[src/rtl/epd_init_seq.sv]
// epd_init_seq: power-up sequencer for the 4.2" v2 e-paper panel.
// Pulses the panel reset pin, streams the init ROM to the SPI byte
// transmitter, and stalls on panel BUSY after SWRESET (0x12) and after the
// last byte. Optional feature macro: EPD_INIT_TIMEOUT_EN adds a BUSY_WAIT
// timeout that ends in the ERR state; without it BUSY_WAIT waits forever
// and error is tied low.
module epd_init_seq #(
  parameter int unsigned ROM_LEN      = 21,
  parameter int unsigned RST_LOW_CYC  = 270000,
  parameter int unsigned RST_WAIT_CYC = 270000,
  parameter int unsigned BUSY_SETTLE  = 64,
  parameter int unsigned BUSY_TIMEOUT = 54000000
) (
  input  logic       clk,
  input  logic       rst_n,
  input  logic       start,
  output logic [7:0] rom_addr,
  input  logic [7:0] rom_cmd,
  input  logic       rom_is_data,
  output logic [7:0] tx_byte,
  output logic       tx_dc,
  output logic       tx_valid,
  input  logic       tx_ready,
  input  logic       tx_idle,
  input  logic       epd_busy,
  output logic       epd_rst_n,
  output logic       busy,
  output logic       done,
  output logic       error
);

  // One shared counter covers every wait, so it is sized for the longest one.
  localparam int unsigned MAX_A   = (RST_LOW_CYC > RST_WAIT_CYC) ? RST_LOW_CYC : RST_WAIT_CYC;
  localparam int unsigned MAX_B   = (BUSY_SETTLE > BUSY_TIMEOUT) ? BUSY_SETTLE : BUSY_TIMEOUT;
  localparam int unsigned CNT_MAX = (MAX_A > MAX_B) ? MAX_A : MAX_B;
  localparam int unsigned CNT_W   = $clog2(CNT_MAX + 1);

  localparam logic [7:0]       LAST_ADDR   = 8'(ROM_LEN - 1);
  localparam logic [7:0]       CMD_SWRESET = 8'h12;
  localparam logic [CNT_W-1:0] LOW_END     = CNT_W'(RST_LOW_CYC - 1);
  localparam logic [CNT_W-1:0] WAIT_END    = CNT_W'(RST_WAIT_CYC - 1);
  localparam logic [CNT_W-1:0] SETTLE_END  = CNT_W'(BUSY_SETTLE - 1);
  localparam logic [CNT_W-1:0] CNT_ONE     = CNT_W'(1);

  typedef enum logic [3:0] {
    S_IDLE, S_RST_LOW, S_RST_WAIT, S_FETCH, S_SEND,
    S_DRAIN, S_SETTLE, S_BUSY_WAIT, S_DONE, S_ERR
  } state_t;

  state_t           state_q;
  logic [CNT_W-1:0] cnt_q;
  logic [7:0]       rom_addr_q;
  logic [7:0]       tx_byte_q;
  logic             tx_dc_q;
  logic             tx_valid_q;
  logic             epd_rst_n_q;
  logic             busy_q;
  logic             done_q;
  logic             busy_meta_q;
  logic             busy_sync_q;

  // Two-flop synchronizer for the asynchronous panel BUSY pin.
  always_ff @(posedge clk or negedge rst_n) begin
    if (!rst_n) begin
      busy_meta_q <= 1'b0;
      busy_sync_q <= 1'b0;
    end else begin
      busy_meta_q <= epd_busy;
      busy_sync_q <= busy_meta_q;
    end
  end

`ifdef EPD_INIT_TIMEOUT_EN
  logic error_q;
  assign error = error_q;
`else
  assign error = 1'b0;
`endif

  // Sequencer FSM; all outputs are registered here.
  always_ff @(posedge clk or negedge rst_n) begin
    if (!rst_n) begin
      state_q     <= S_IDLE;
      cnt_q       <= '0;
      rom_addr_q  <= 8'h00;
      tx_byte_q   <= 8'h00;
      tx_dc_q     <= 1'b0;
      tx_valid_q  <= 1'b0;
      epd_rst_n_q <= 1'b1;
      busy_q      <= 1'b0;
      done_q      <= 1'b0;
`ifdef EPD_INIT_TIMEOUT_EN
      error_q     <= 1'b0;
`endif
    end else begin
      case (state_q)
        S_IDLE, S_DONE, S_ERR: begin
          if (start) begin
            state_q     <= S_RST_LOW;
            cnt_q       <= '0;
            epd_rst_n_q <= 1'b0;
            busy_q      <= 1'b1;
            done_q      <= 1'b0;
`ifdef EPD_INIT_TIMEOUT_EN
            error_q     <= 1'b0;
`endif
          end
        end
        S_RST_LOW: begin
          if (cnt_q == LOW_END) begin
            state_q     <= S_RST_WAIT;
            cnt_q       <= '0;
            epd_rst_n_q <= 1'b1;
          end else begin
            cnt_q <= cnt_q + CNT_ONE;
          end
        end
        S_RST_WAIT: begin
          if (cnt_q == WAIT_END) begin
            state_q    <= S_FETCH;
            cnt_q      <= '0;
            rom_addr_q <= 8'h00;
          end else begin
            cnt_q <= cnt_q + CNT_ONE;
          end
        end
        S_FETCH: begin
          tx_byte_q  <= rom_cmd;
          tx_dc_q    <= rom_is_data;
          tx_valid_q <= 1'b1;
          state_q    <= S_SEND;
        end
        S_SEND: begin
          if (tx_ready) begin
            tx_valid_q <= 1'b0;
            // SWRESET and the final byte both need the panel to go idle.
            if (((tx_byte_q == CMD_SWRESET) && !tx_dc_q) || (rom_addr_q == LAST_ADDR)) begin
              state_q <= S_DRAIN;
            end else begin
              rom_addr_q <= rom_addr_q + 8'd1;
              state_q    <= S_FETCH;
            end
          end
        end
        S_DRAIN: begin
          if (tx_idle) begin
            state_q <= S_SETTLE;
            cnt_q   <= '0;
          end
        end
        S_SETTLE: begin
          if (cnt_q == SETTLE_END) begin
            state_q <= S_BUSY_WAIT;
            cnt_q   <= '0;
          end else begin
            cnt_q <= cnt_q + CNT_ONE;
          end
        end
        S_BUSY_WAIT: begin
          if (!busy_sync_q) begin
            if (rom_addr_q == LAST_ADDR) begin
              state_q <= S_DONE;
              done_q  <= 1'b1;
              busy_q  <= 1'b0;
            end else begin
              rom_addr_q <= rom_addr_q + 8'd1;
              state_q    <= S_FETCH;
            end
          end else begin
`ifdef EPD_INIT_TIMEOUT_EN
            if (cnt_q == CNT_W'(BUSY_TIMEOUT - 1)) begin
              state_q     <= S_ERR;
              error_q     <= 1'b1;
              busy_q      <= 1'b0;
              epd_rst_n_q <= 1'b1;
            end else begin
              cnt_q <= cnt_q + CNT_ONE;
            end
`else
            cnt_q <= cnt_q;
`endif
          end
        end
        default: begin
          state_q     <= S_IDLE;
          tx_valid_q  <= 1'b0;
          epd_rst_n_q <= 1'b1;
          busy_q      <= 1'b0;
        end
      endcase
    end
  end

  assign rom_addr  = rom_addr_q;
  assign tx_byte   = tx_byte_q;
  assign tx_dc     = tx_dc_q;
  assign tx_valid  = tx_valid_q;
  assign epd_rst_n = epd_rst_n_q;
  assign busy      = busy_q;
  assign done      = done_q;

endmodule

[config.mk]
export PLATFORM = sky130hd
export DESIGN_NAME = epd_init_seq
export DESIGN_NICKNAME = d
export VERILOG_FILES = /design/src/rtl/epd_init_seq.sv
export SDC_FILE = /design/constraint.sdc
export NUM_CORES = 1
export LEC_CHECK = 0
export ABC_AREA = 1
export BUFFER_PORTS_ARGS = -buffer_cell sky130_fd_sc_hd__buf_2
export CAP_MARGIN = 30
export CORE_UTILIZATION = 55
export DETAILED_ROUTE_END_ITERATION = 12
export PLACE_DENSITY = 0.77
export REMOVE_ABC_BUFFERS = 1
export SYNTH_ARGS = -nofsm -noshare
export SYNTH_HDL_FRONTEND = slang
export SYNTH_SLANG_ARGS = --single-unit
export TNS_END_PERCENT = 100
[constraint.sdc]
create_clock -name clk -period 3.46 [get_ports clk]
set_input_delay 0.346 -clock clk [delete_from_list [all_inputs] [get_ports clk]]
set_output_delay 0.346 -clock clk [all_outputs]
set_load 0.01 [all_outputs]
==> flow_summary.yaml, run 1 <==
clock_network:
  clkSinkCount: 53
  clock_slew_at_reported_path_ffs_ns: 0.10
  cts_htree_levels: 2
  clockBufferDepth: 2
  cts-resized-gates: 0
  clock_tree.root_cell: "sky130_fd_sc_hd__clkbuf_8"
  ctsHoldBuffers: 0
  tritoncts: "built"
  post-cts-setup-buffers: 0
  cts_buffers: 5
  worst_skew_pair.late_latency_ns: 0.31
route:
  viasPerCell: 5.34
  antenna_violating_nets_left: 0
  detailed_route_iter0_violations: 220
  wl_per_cell_um: 13.0
  drt_pass1_iterations: 5
  postRouteWirelength_mm: 8.74
  post-route-drc-count: 0
  vias: 3586
critical_path:
  crit_path_end: "cnt_q[20]"
  r2r_setup_slack_ns: 1.32
  worst-endpoint-required_ns: 3.71
  startpoint: "state_q[3]"
  timing.rr.end: "cnt_q[20]"
  crit_path_cell_trace: "nor2_1, nand2_1, nand2_1, nand2_2, nand2_2, nand3_1, nand2_1"
  timing.critical_path.from_type: "flip-flop"
  critical_path.max_stage_delay_ns: 0.61
  critPathMostFrequentCell: "sky130_fd_sc_hd__nand2_1"
  setup.worst_path.end_class: "flip-flop"
  worstReg2RegStart: "state_q[3]"
  cp.arrival_ns: 2.39
  cp_slowest_cell: "sky130_fd_sc_hd__nand2_1"
  critPathBufInv: 0
  worstPathMaxFanout: 22
  crit_type: "reg2reg"
  cp_top_family: "simple AND/OR/NAND/NOR gates"
  crit_cells: 7
  reg2regPathDepth: 7
power:
  power_frac_comb_pct: 45.6
  p_sw_share_pct: 45.9
  clock_power_share_pct: 18.6
  irDropWorstVdd_v: 0.000502
  leakage_power_nw: 2.10
  power.share.sequential_pct: 35.8
  cellInternalPower_mw: 1.47
  power_dens_cells_nw_per_um2: 679
  net-switching-power_mw: 1.25
sta:
  unrepaired_setup_endpoints_after_global_routing: "no"
  final-hold-violation-count: 0
  slew-limit-headroom_pct: 39.3
  post-route-min-period_ns: 2.14
  worst_clock_skew_ns: 0.0125
  fmaxAchievable_mhz: 468
  finalWorstSetupSlack_ns: 1.32
  worst_pin_slew_ns: 0.910
  finalMaxSlewViolations: 0
  timing.final.crit_share_pct: 61.7
  timing.setup.tns_ns: 0
  setup_viol: 0
final_layout:
  mostFrequentLayoutCell: "sky130_fd_sc_hd__nand2_1"
  multi_input_comb_area_um2: 2000
  flow.area_growth_from_synthesis_pct: 9.95
  post_route_cells_drive_above_1_share_pct: 12.1
  mostFrequentLayoutCells: "203 x sky130_fd_sc_hd__nand2_1, 79 x sky130_fd_sc_hd__nor2_1, 63 x sky130_fd_sc_hd__inv_1"
  final-seq-area_um2: 1330
  fillers: 565
  insertedDiodeCount: 0
  design.final.nets: 612
global_routing:
  grt_start_max_net_pins: 42
  grt_first_pass_wirelength_mm: 15.1
  grt_antenna_before_repair: 0
  grt_overflow: 0
  grt_pass1_vias: 3345
  grt_use_total_pct: 26.6
yosys:
  netlist_area_um2: 3650
  total_of_flip_flops_plus_latches_after_synthesis: 53
  synth.yosys.seq_area_share_pct: 36.4
  synthesis.area_per_instance_um2: 6.50
  yosys.area.top_type: "sky130_fd_sc_hd__dfrtp_1"
  synth_warnings: 0
  gate_count_post_synth: 561
  synth.area.top_cells: "sky130_fd_sc_hd__dfrtp_1 36%, sky130_fd_sc_hd__nand2_1 21%, sky130_fd_sc_hd__nor2_1 8.1%"
  synth.lib_cells_used.distinct: 32
  netlist.area_leader.share_pct: 35.7
die:
  design.die.area_um2: 6960
  die_height_um: 83.4
  design.portCount: 37
  die_x_um: 83.4
  core.rowCount: 29
  coreArea_um2: 6390
  initial_cell_density_of_the_core_pct: 57.1
outcome:
  status: "complete, no violations"
placed_design:
  portBuffers: 35
  dp_slack_ns: 1.37
  place_hpwl_mm: 6.54
  finalWeightedCongestion: 0.949
min_path:
  worstHoldPathType: "in2async"
job:
  drv_cap: 0
cells by family (layout without fill, tap and decap cells):
group | after synthesis | count (layout) | share of synthesized area, %
adder cells (fa/ha/maj) | 3 | 3 | 1.03
AO/OA/AOI/OAI | 40 | 40 | 6.38
flip-flops | 53 | 53 | 36.4
other | 1 | 1 | 0.103
buffers and inverters | 80 | 114 | 8.78
XOR/XNOR | 14 | 14 | 3.36
AND/OR/NAND/NOR | 370 | 370 | 43.9
cell type report:
cell class,instances,area share (%)
Clock inverter,3,1.72
Timing Repair Buffer,37,4.74
Sequential cell,53,33.1
Tap cell,77,2.40
Multi-Input combinational cell,428,49.9
Inverter,69,6.46
Clock buffer,5,1.72
worst min-delay path by stage:
stage                       end  cells past startpoint
floorplan                  busy                      0
global placement    busy_sync_q                      0
detailed placement  busy_sync_q                      0
CTS                 busy_meta_q                      1
global route        busy_meta_q                      1
finish                cnt_q[14]                      1
metrics by stage:
stage	hold slack, ns	std cells	total power, mW	cell area (um2)	util [%]
after CTS	0.127	672	2.73	4010	62.8
after floorplan	0.0504	550	1.84	3590	-
after detailed placement	0.335	664	2.22	3870	60.6
after global routing	0.119	672	2.97	4010	62.8
after global placement	0.332	664	2.19	3870	60.6
final	0.139	672	2.72	4010	62.8
worst reg2reg max path, stage by stage, from the launching register on:
cell                      delay (ns)
sky130_fd_sc_hd__dfrtp_1        0.45
sky130_fd_sc_hd__nor2_1         0.30
sky130_fd_sc_hd__nand2_1        0.16
sky130_fd_sc_hd__nand2_1        0.61
sky130_fd_sc_hd__nand2_2        0.24
sky130_fd_sc_hd__nand2_2        0.18
sky130_fd_sc_hd__nand3_1        0.08
sky130_fd_sc_hd__nand2_1        0.06
state kept, by name, indices dropped and copies added (netlist names), 4 cells and up:
register and flops:
rom_addr 8, tx_byte 8, cnt_q 26, state_q 4
power groups by stage:
stage	clock network (mW)	logic, mW	registers (mW)
after global placement	0	1.21	0.977
after detailed placement	0	1.23	0.984
final	0.506	1.24	0.975
after CTS	0.520	1.24	0.974
after global routing	0.546	1.42	1.00
after floorplan	0	0.856	0.982
cells in the mapped netlist, drive strengths merged:
master	instances
a21oi	2
nand4	16
o21ai	26
buf	9
o21a	2
nor3b	2
nand3b	3
nor2	85
nor3	6
ha	3
dfstp	1
xor2	14
o21bai	1
nand2	213
nand3	45
dfrtp	52
o211ai	8
inv	69
o22ai	1
conb	1
clkbuf	2
metal layers:
| metal | vias to the layer above | GRT usage [%] | part of all wire (%) |
|---|---|---|---|
| met2 | 134 | 44.9 | 46 |
| met1 | 1617 | 35.4 | 46 |
| li1 | 1820 | - | - |
| met3 | 15 | 4.08 | 5.8 |
| met4 | 0 | 8.01 | 1.5 |
| met5 | - | 0 | 0 |
Power figures use the tool's default switching activity.
==> inputs of run 2 (changes only) <==
clock period = 2.1 ns   (was 3.46 ns; I/O delays follow)
==> run 2 against run 1 <==
  * Largest power group unchanged
  * First-iteration DRC count is 58% higher
  * Via count is 0.59% higher
  * Worst hold slack worse by 0.048 ns
  * Cell count is 0.89% higher
  * Global-route usage is 0.85 points higher
  * Combinational power is 70% higher
  * Clock power is 46% higher
  * Clock skew is 0.0051 ns lower
  * Largest cell class unchanged
  * Fmax is 16% higher
  * Wire length is 1.6% higher
  * Sequential power is 65% higher
==> flow_summary.yaml, run 2 (synthesis results as in run 1) <==
sta:
  final-hold-violation-count: 0
  slew-limit-headroom_pct: 59.2
  post-route-min-period_ns: 1.84
  fmaxAchievable_mhz: 544
  worst_clock_skew_ns: 0.00738
  timing.setup.tns_ns: 0
  finalMaxSlewViolations: 0
  timing.final.crit_share_pct: 87.6
  setup_viol: 0
  unrepaired_setup_endpoints_after_global_routing: "no"
  worst_pin_slew_ns: 0.613
  finalWorstSetupSlack_ns: 0.261
final_layout:
  insertedDiodeCount: 0
  mostFrequentLayoutCell: "sky130_fd_sc_hd__nand2_1"
  design.final.nets: 618
  mostFrequentLayoutCells: "203 x sky130_fd_sc_hd__nand2_1, 79 x sky130_fd_sc_hd__nor2_1, 63 x sky130_fd_sc_hd__inv_1"
  cell_area_after_layout_um2: 4050
  final_util_pct: 63.4
  flow.area_growth_from_synthesis_pct: 11.1
  fillers: 620
  regMostFlops: "cnt_q"
  number_of_flip_flops_under_the_largest_register_name: 26
  post_route_cells_drive_above_1_share_pct: 12.5
placed_design:
  portBuffers: 35
  place_hpwl_mm: 6.79
  placedInstanceArea_um2: 3920
  dp_slack_ns: 0.303
  finalWeightedCongestion: 0.986
global_routing:
  grt_overflow: 0
  grt_first_pass_wirelength_mm: 15.3
  grt_antenna_before_repair: 0
  grt_pass1_vias: 3286
  grt_use_total_pct: 27.5
  grt_start_max_net_pins: 29
critical_path:
  worst-endpoint-required_ns: 2.31
  setup.worst_path.end_class: "flip-flop"
  crit_type: "reg2reg"
  cp.arrival_ns: 2.05
  worstPathMaxFanout: 7
  timing.critical_path.from_type: "flip-flop"
route:
  drt_pass1_iterations: 4
  antenna_violating_nets_left: 0
  viasPerCell: 5.32
  postRouteWirelength_mm: 8.88
  wl_per_cell_um: 13.1
  post-route-drc-count: 0
  vias: 3607
  detailed_route_iter0_violations: 347
die:
  die_x_um: 83.4
  coreArea_um2: 6390
  core.rowCount: 29
  design.die.area_um2: 6960
  initial_cell_density_of_the_core_pct: 57.1
  die_height_um: 83.4
  design.portCount: 37
outcome:
  status: "complete, no violations"
min_path:
  worstHoldPathType: "in2reg"
clock_network:
  clock_slew_at_reported_path_ffs_ns: 0.10
  clkSinkCount: 53
  cts_buffers: 5
  ctsHoldBuffers: 2
  cts_htree_levels: 2
  clock_tree.root_cell: "sky130_fd_sc_hd__clkbuf_8"
  worst_skew_pair.late_latency_ns: 0.32
  post-cts-setup-buffers: 0
  clockBufferDepth: 2
  cts-resized-gates: 0
  tritoncts: "built"
power:
  post-layout-total-power_mw: 4.46
  irDropWorstVdd_v: 0.000692
  leakage_power_nw: 2.13
  power_dens_cells_nw_per_um2: 1100
job:
  drv_cap: 0
run 2: cell count changes in the layout (fill, tap and decap cells not counted):
cell                            previous run  this run
sky130_fd_sc_hd__dlygate4sd3_1             0         2
sky130_fd_sc_hd__bufinv_16                 2         1
sky130_fd_sc_hd__buf_12                    0         1
sky130_fd_sc_hd__buf_4                     2         5
sky130_fd_sc_hd__clkbuf_8                  5         6
sky130_fd_sc_hd__clkbuf_1                  0         1
sky130_fd_sc_hd__inv_6                     1         0
run 2: worst paths after layout:
| kind | startpoint | end | slack (ns) | depth (start not counted) |
|---|---|---|---|---|
| min in group asynchronous | rst_n | cnt_q[13] | 0.43 | 2 |
| worst min-delay path | rom_cmd[6] | tx_byte[6] | 0.09 | 3 |
| worst max register to register | cnt_q[0] | state_q[1] | 0.26 | 10 |
| worst max-delay path | cnt_q[0] | state_q[1] | 0.26 | 10 |
| worst min register to register | busy_meta_q | busy_sync_q | 0.36 | 0 |
| max in group asynchronous | rst_n | epd_rst_n | 1.03 | 3 |
run 2: power breakdown:
group	internal (mW)	leakage, nW	total, mW	switching (mW)
clock network	0.389	0.0585	0.740	0.351
registers	1.30	0.703	1.61	0.310
logic	0.705	1.36	2.11	1.41
total	2.39	2.13	4.46	2.07
run 2: layout make-up:
type	count	area, um2	area share (%)
inverters	69	259	6.39
clock inverters	1	30.0	0.741
well taps	77	96.3	2.38
clock buffers	7	86.3	2.13
multi-input cells	428	2000	49.4
repair buffers	43	253	6.24
flip-flops and latches	53	1330	32.8
run 2: critical path, stage by stage, from the launching register on:
cell                      delay (ns)
sky130_fd_sc_hd__dfrtp_1        0.46
sky130_fd_sc_hd__ha_1           0.23
sky130_fd_sc_hd__nand2_2        0.09
sky130_fd_sc_hd__nor2_1         0.13
sky130_fd_sc_hd__nand2_1        0.14
sky130_fd_sc_hd__nor2_1         0.14
sky130_fd_sc_hd__nand2_1        0.06
sky130_fd_sc_hd__nand2_1        0.17
sky130_fd_sc_hd__nand3_2        0.15
sky130_fd_sc_hd__nand2_1        0.11
sky130_fd_sc_hd__nand2_1        0.06
run 2: layer usage:
layer,routed length [um],global-route usage [%],vias up
li1,-,-,1841
met3,514,4.57,12
met2,3920,42.2,107
met5,0,0,-
met1,4290,40.0,1647
met4,154,8.17,0
run 2: stage by stage:
step	instances	hold WS, ns
2_1_floorplan	550	-0.0856
3_3_place_gp	668	0.254
3_5_place_dp	668	0.263
4_1_cts	678	0.0834
5_1_grt	678	0.0956
6_report	678	0.0909
